**src/rtl/counter_seq_pkg.sv**
```systemverilog
// Shared constants for the counter sequencing controller.
//   - state_e : FSM encoding, also driven out on the 3-bit state port
//   - DEFAULT_TICK_DIV / DEFAULT_WIDTH : board defaults (50 MHz clock, 4-bit counter)
package counter_seq_pkg;

  localparam int unsigned DEFAULT_WIDTH    = 4;
  localparam int unsigned DEFAULT_TICK_DIV = 50_000_000;
  localparam int unsigned STATE_W          = 3;
  localparam int unsigned DISP_W           = 8;

  typedef enum logic [STATE_W-1:0] {
    ST_IDLE  = 3'd0,
    ST_LOAD  = 3'd1,
    ST_RUN   = 3'd2,
    ST_PAUSE = 3'd3,
    ST_DONE  = 3'd4
  } state_e;

endpackage

```
**src/rtl/counter_seq_ctrl_key_press_detect.sv**
```systemverilog
// Push-button press detector: 2-flop synchronizer followed by a previous-value
// flop; emits a one-cycle pulse on a synchronized 1->0 transition.
//   clk, rst_n : clock, async active-low reset (all flops clear to 0)
//   key_n      : raw active-low button
//   press_c    : combinational press pulse, valid for one cycle
module key_press_detect (
  input  logic clk,
  input  logic rst_n,
  input  logic key_n,
  output logic press_c
);

  logic sync1;
  logic sync2;
  logic prev;

  // Clearing to 0 means a key held low through reset release looks
  // already-pressed, so no pulse until a fresh release/press.
  always_ff @(posedge clk or negedge rst_n) begin
    if (!rst_n) begin
      sync1 <= 1'b0;
      sync2 <= 1'b0;
      prev  <= 1'b0;
    end else begin
      sync1 <= key_n;
      sync2 <= sync1;
      prev  <= sync2;
    end
  end

  assign press_c = prev & ~sync2;

endmodule

```
**src/rtl/counter_seq_ctrl.sv**
```systemverilog
// Sequencing controller for an external loadable up/down counter.
// Debounced-free button handling (sync + edge detect), a run prescaler and a
// five-state FSM producing load/step strobes plus a display capture path.
//   clk, rst_n        : clock, async active-low reset
//   key_load_n        : raw active-low load button
//   key_run_n         : raw active-low run/pause button
//   mode_up           : direction request (1 up, 0 down)
//   d_in, limit       : preset value and terminal value
//   cnt_q             : counter value fed back from the datapath
//   cnt_load, cnt_en  : one-cycle load / step strobes
//   cnt_up            : direction to counter, frozen while running
//   disp_val, disp_upd: zero-extended counter snapshot and its update pulse
//   done, state       : DONE flag and current FSM encoding
module counter_seq_ctrl
  import counter_seq_pkg::*;
#(
  parameter int unsigned WIDTH    = DEFAULT_WIDTH,
  parameter int unsigned TICK_DIV = DEFAULT_TICK_DIV
) (
  input  logic               clk,
  input  logic               rst_n,
  input  logic               key_load_n,
  input  logic               key_run_n,
  input  logic               mode_up,
  input  logic [WIDTH-1:0]   d_in,
  input  logic [WIDTH-1:0]   limit,
  input  logic [WIDTH-1:0]   cnt_q,
  output logic               cnt_load,
  output logic               cnt_en,
  output logic               cnt_up,
  output logic [DISP_W-1:0]  disp_val,
  output logic               disp_upd,
  output logic               done,
  output logic [STATE_W-1:0] state
);

  localparam int unsigned PRESC_W = (TICK_DIV > 1) ? $clog2(TICK_DIV) : 1;
  localparam logic [PRESC_W-1:0] TICK_LAST = PRESC_W'(TICK_DIV - 1);

  logic load_press_c;
  logic run_press_c;

  state_e               st_q,    st_d;
  logic [PRESC_W-1:0]   presc_q, presc_d;
  logic                 strobe_q;
  logic                 load_d, en_d, up_d, done_d, upd_d;
  logic [DISP_W-1:0]    disp_d;
  logic                 tick_c;
  logic                 at_limit_c;

  // Button front ends
  key_press_detect u_key_load (
    .clk     (clk),
    .rst_n   (rst_n),
    .key_n   (key_load_n),
    .press_c (load_press_c)
  );

  key_press_detect u_key_run (
    .clk     (clk),
    .rst_n   (rst_n),
    .key_n   (key_run_n),
    .press_c (run_press_c)
  );

  assign tick_c     = (st_q == ST_RUN) && (presc_q == TICK_LAST);
  assign at_limit_c = (cnt_q == limit);

  // State, prescaler and output registers
  always_ff @(posedge clk or negedge rst_n) begin
    if (!rst_n) begin
      st_q     <= ST_IDLE;
      presc_q  <= '0;
      strobe_q <= 1'b0;
      cnt_load <= 1'b0;
      cnt_en   <= 1'b0;
      cnt_up   <= 1'b0;
      done     <= 1'b0;
      disp_val <= '0;
      disp_upd <= 1'b0;
    end else begin
      st_q     <= st_d;
      presc_q  <= presc_d;
      strobe_q <= cnt_load | cnt_en;
      cnt_load <= load_d;
      cnt_en   <= en_d;
      cnt_up   <= up_d;
      done     <= done_d;
      disp_val <= disp_d;
      disp_upd <= upd_d;
    end
  end

  // Next-state and next-output logic
  always_comb begin
    st_d    = st_q;
    presc_d = '0;
    load_d  = 1'b0;
    en_d    = 1'b0;
    up_d    = cnt_up;
    done_d  = 1'b0;
    disp_d  = disp_val;
    upd_d   = 1'b0;

    // Load beats run everywhere; a run press beats a terminal tick in RUN.
    case (st_q)
      ST_IDLE: begin
        if (load_press_c)     st_d = ST_LOAD;
        else if (run_press_c) st_d = ST_RUN;
      end
      ST_LOAD: st_d = ST_PAUSE;
      ST_RUN: begin
        if (load_press_c)              st_d = ST_LOAD;
        else if (run_press_c)          st_d = ST_PAUSE;
        else if (tick_c && at_limit_c) st_d = ST_DONE;
      end
      ST_PAUSE: begin
        if (load_press_c)     st_d = ST_LOAD;
        else if (run_press_c) st_d = ST_RUN;
      end
      ST_DONE: begin
        if (load_press_c) st_d = ST_LOAD;
      end
      default: st_d = ST_IDLE;
    endcase

    // Prescaler only runs while staying in RUN, so every entry restarts at 0.
    if ((st_q == ST_RUN) && (st_d == ST_RUN)) begin
      presc_d = tick_c ? '0 : presc_q + PRESC_W'(1);
    end

    // A step is only issued when the sequence keeps running after the tick.
    en_d   = tick_c && !at_limit_c && (st_d == ST_RUN);
    load_d = (st_d == ST_LOAD);
    done_d = (st_d == ST_DONE);

    // Direction frozen for the whole RUN period.
    if (st_q != ST_RUN) begin
      up_d = mode_up;
    end

    // strobe_q marks the cycle in which the counter already holds its new value.
    if (strobe_q) begin
      disp_d = DISP_W'(cnt_q);
      upd_d  = 1'b1;
    end
  end

  assign state = STATE_W'(st_q);

endmodule

```
**config.mk**
```make
export PLATFORM = sky130hd
export DESIGN_NAME = counter_seq_ctrl
export DESIGN_NICKNAME = d
export VERILOG_FILES = /design/src/rtl/counter_seq_pkg.sv /design/src/rtl/counter_seq_ctrl_key_press_detect.sv /design/src/rtl/counter_seq_ctrl.sv
export SDC_FILE = /design/constraint.sdc
export NUM_CORES = 1
export LEC_CHECK = 0
export ABC_AREA = 1
export ABC_CLOCK_PERIOD_IN_PS = 2510
export CAP_MARGIN = 20
export CORE_MARGIN = 2
export CORE_UTILIZATION = 53
export CTS_CLUSTER_DIAMETER = 30
export DETAILED_ROUTE_END_ITERATION = 7
export GPL_TIMING_DRIVEN = 0
export PLACE_DENSITY_LB_ADDON = 0.25
export SETUP_SLACK_MARGIN = 0.15
export SLEW_MARGIN = 10
export SYNTH_ARGS = -nofsm -noshare
export SYNTH_HDL_FRONTEND = slang
export SYNTH_HIERARCHICAL = 1
export SYNTH_SLANG_ARGS = --single-unit
```
**constraint.sdc**
```tcl
create_clock -name clk -period 2.51 [get_ports clk]
set_input_delay 0.251 -clock clk [delete_from_list [all_inputs] [get_ports clk]]
set_output_delay 0.251 -clock clk [all_outputs]
set_load 0.01 [all_outputs]
```
==> metrics.md <==
| Metric | Value |
|---|---|
| Outcome | completed |
| Fin. max-slew vios | 0 |
| Minimum clock period | 1.95 ns |
| Clock Power Share | 0.236 |
| GP Congestion | ~0.85 |
| Die Height | 71.3 microns |
| RSZ-0062 raised after global routing | no |
| # IOs | 33 |
| Relative slew slack | 0.648 |
| Slowest cell delay on critical path | approximately 0.45 ns |
| Worst hold path class | flip-flop to flip-flop |
| Clk_lat worst skew | roughly 0.31 ns |
| Filler Cell Count | 387 |
| Nets@finish | between 300 and 400 |
| Area of the die | 5090 sq um |
| Detail Route Antenna Nets | 0 |
| Sw Pwr | 683 uW |
| Wire per inst | 12.8 microns |
| Worst slew pin tran | between 0.5 and 0.6 ns |
| Cts hold-fix bufs | 1 |
| Max_cap viols | 0 |
| Crit path kind | flip-flop to flip-flop |
| Sw Ratio | 0.343 |
| # H-tree levels | 2 |
| Synth Register Bits | 45 |
| Setup TNS | 0 ns |
| Max VDD drop | 0.000431 V |
| First-pass GRT wire length | roughly 8.2 mm |
| Core area | between 4000 and 5000 sq um |
| Die X | just over 70 microns |
| CTS tree | done |
| Congestion Overflow GR | 0 |
| CTS root buffer | clkbuf_8 |
| 1st-iter DRT viols | 88 |
| Worst-path maximum fanout | 10 |
| CP Capture Type | flip-flop |
| Row count | 24 |
| Hpwl dp | about 3.5 mm |
| # Post-CTS Setup Buffers | 0 |
| Int Power | 1310 uW |
| Clock tree buffer depth | 2 |
| Multi-input gate area | roughly 1100 sq um |
| Synth warnings | 6 |
| Final Hold Vio Count | 0 |
| Cell Pwr Density | 699 nW/um^2 |
| Logic pwr share | 0.324 |
| Initial core utilization | 0.552 |
| Sink Count | 45 |
| Leak | approximately 0.0012 uW |
| Critical Path RT | 2.70 ns |
| Max stage delay cell, worst path | dfrtp_1 |
| Tcrit/Tclk final | 0.777 |
| Total GRT Usage | 0.204 |
| CP startpoint kind | flip-flop |
| Worst-path cell chain | ha_1, nand3_2, nor3_1, nand3_1, nor2_1, nor2_1, nand3_4, buf_12, nor2_2 |
| Routed wire length | about 4.6 mm |
| Synth cell types | 34 |
| Sequential fraction of the synthesis area | 0.469 |
| Max reg flops | 26 |
| Final setup violation count | 0 |
| Initial antenna violation count | 0 |
| Mapped Area | 2400 sq um |
| Vias in the first global route | 1,890 |
| Sum of buffers and inverters on the critical path | 1 |
| Arrival time worst endpoint | 2.14 ns |
| Reg clk slew, reported paths | 0.10 ns |
| Port bufs | 24 |
| Area delta synth->final | 18.4% |
| Post-Syn Area per Cell | 8.77 sq um |
| Mapped Cells | 274 |
| Layout cells sized above 1 | 0.180 |
| Largest net degree at the start of global routing | 25 |
| ANT cells | 0 |
| Worst clock skew | 0.0118 ns |
| CTS Buf Count | 5 |
| DR vias | 1,865 |
| CP delay by family, top | simple AND/OR/NAND/NOR gates |
| Final Power | 1990 uW |
| CP dominant cell by count | nor2_1 |
| Sequential share of power | 0.441 |
| Resize count post-CTS | 0 |
| Drt via density | 5.14 |
| Drt pass-1 iters | 4 |
| Fmax | ~510 MHz |
| Top reg by flops | presc_q |
| Area occupied by registers | 1130 sq um |
| # DRC | 0 |
==> cells in the mapped netlist <==
| cell | count | area (sq um) |
|---|---|---|
| a31oi_1 | 2 | 12.5 |
| nor3_1 | 5 | 25.0 |
| nand4_1 | 15 | 93.8 |
| clkbuf_2 | 1 | 5.00 |
| nor3_2 | 1 | 10.0 |
| and3_1 | 1 | 6.26 |
| nor2_4 | 3 | 33.8 |
| xnor2_1 | 9 | 78.8 |
| nand2_1 | 39 | 146 |
| nand3_4 | 1 | 17.5 |
| a21oi_1 | 5 | 25.0 |
| conb_1 | 1 | 3.75 |
| buf_4 | 4 | 30.0 |
| nand3_2 | 4 | 40.0 |
| mux2_2 | 3 | 33.8 |
| nand3_1 | 8 | 40.0 |
| nand4_2 | 1 | 12.5 |
| a211oi_1 | 2 | 15.0 |
| nor3_4 | 1 | 16.3 |
| or2_2 | 2 | 12.5 |
| nor4_1 | 1 | 6.26 |
| o21ai_0 | 2 | 10.0 |
| inv_1 | 28 | 105 |
| dfrtp_1 | 45 | 1130 |
| o21ai_2 | 1 | 8.76 |
| ha_1 | 1 | 12.5 |
| nor2_2 | 15 | 93.8 |
| nor2_1 | 49 | 184 |
| o22ai_1 | 2 | 12.5 |
| inv_2 | 3 | 11.3 |
| nand2_2 | 3 | 18.8 |
| buf_12 | 1 | 20.0 |
| xor2_1 | 13 | 114 |
| nand2_4 | 2 | 22.5 |
==> stage by stage <==
stage	instance area [sq um]	hold WS [ns]	util	std cells	setup WS, ns
6_report	2850	0.360	0.654	363	0.559
5_1_grt	2850	0.366	0.654	363	0.392
4_1_cts	2850	0.362	0.654	363	0.577
3_5_place_dp	2740	0.259	0.630	354	0.598
3_3_place_gp	2720	0.334	0.625	353	-0.0226
2_1_floorplan	2410	-0.0446	-	277	0.867
==> final cells by class <==
class                      count  area share
clock buffer                   5      0.0242
clock inverter                 3     0.00879
multi-input combinational    195       0.393
buffer                         6      0.0193
timing repair buffer          26      0.0958
sequential                    45       0.396
inverter                      31      0.0409
tap                           52      0.0229
==> final timing paths <==
check / depth (start not counted) / to / slack [ns] / from
worst max-delay path: 9 / presc_q[14] / 0.56 / presc_q[0]
worst min-delay path: 0 / u_key_run/sync2 / 0.36 / u_key_run/sync1
worst max register to register: 9 / presc_q[14] / 0.56 / presc_q[0]
worst min register to register: 0 / u_key_run/sync2 / 0.36 / u_key_run/sync1
max in group asynchronous: 3 / presc_q[15] / 1.56 / rst_n
min in group asynchronous: 2 / disp_val[1] / 0.45 / rst_n
==> cells in the final DEF, fill, tap and decap left out, drive strengths merged <==
cell           count
mux2               3
nor2              67
and3               1
a21oi              5
a211oi             2
xor2              13
inv               32
nand4             16
a31oi              2
dlygate4sd3        1
xnor2              9
nor3               7
nand2             44
dfrtp             45
nand3             13
clkinvlp           1
buf                7
o22ai              2
o21ai              3
clkbuf             6
conb               4
or2                2
ha                 1
clkdlybuf4s50     23
nor4               1
clkinv             1
==> layer usage <==
| layer | vias up | track usage | wire [microns] |
|---|---|---|---|
| met4 | 0 | 0.0901 | 80 |
| met5 | - | 0 | 0 |
| met2 | 30 | 0.332 | 2250 |
| li1 | 944 | - | - |
| met3 | 9 | 0.0450 | 167 |
| met1 | 882 | 0.261 | 2130 |
==> power groups by stage <==
stage               Clock, uW  Sequential [uW]  Combinational, uW
floorplan                   0              917                376
CTS                       483              878                653
global route              506              893                707
global placement            0              889                634
detailed placement          0              893                649
finish                    469              877                644
==> cell families after synthesis <==
group	count (synthesis)	synth area share
fa+ha+maj	1	0.00520
flops	45	0.469
buf+inv	37	0.0713
xor+xnor	22	0.0802
compound gates	14	0.0349
mux	3	0.0141
other cells	1	0.00156
simple gates	151	0.324
Power figures use the tool's default switching activity.
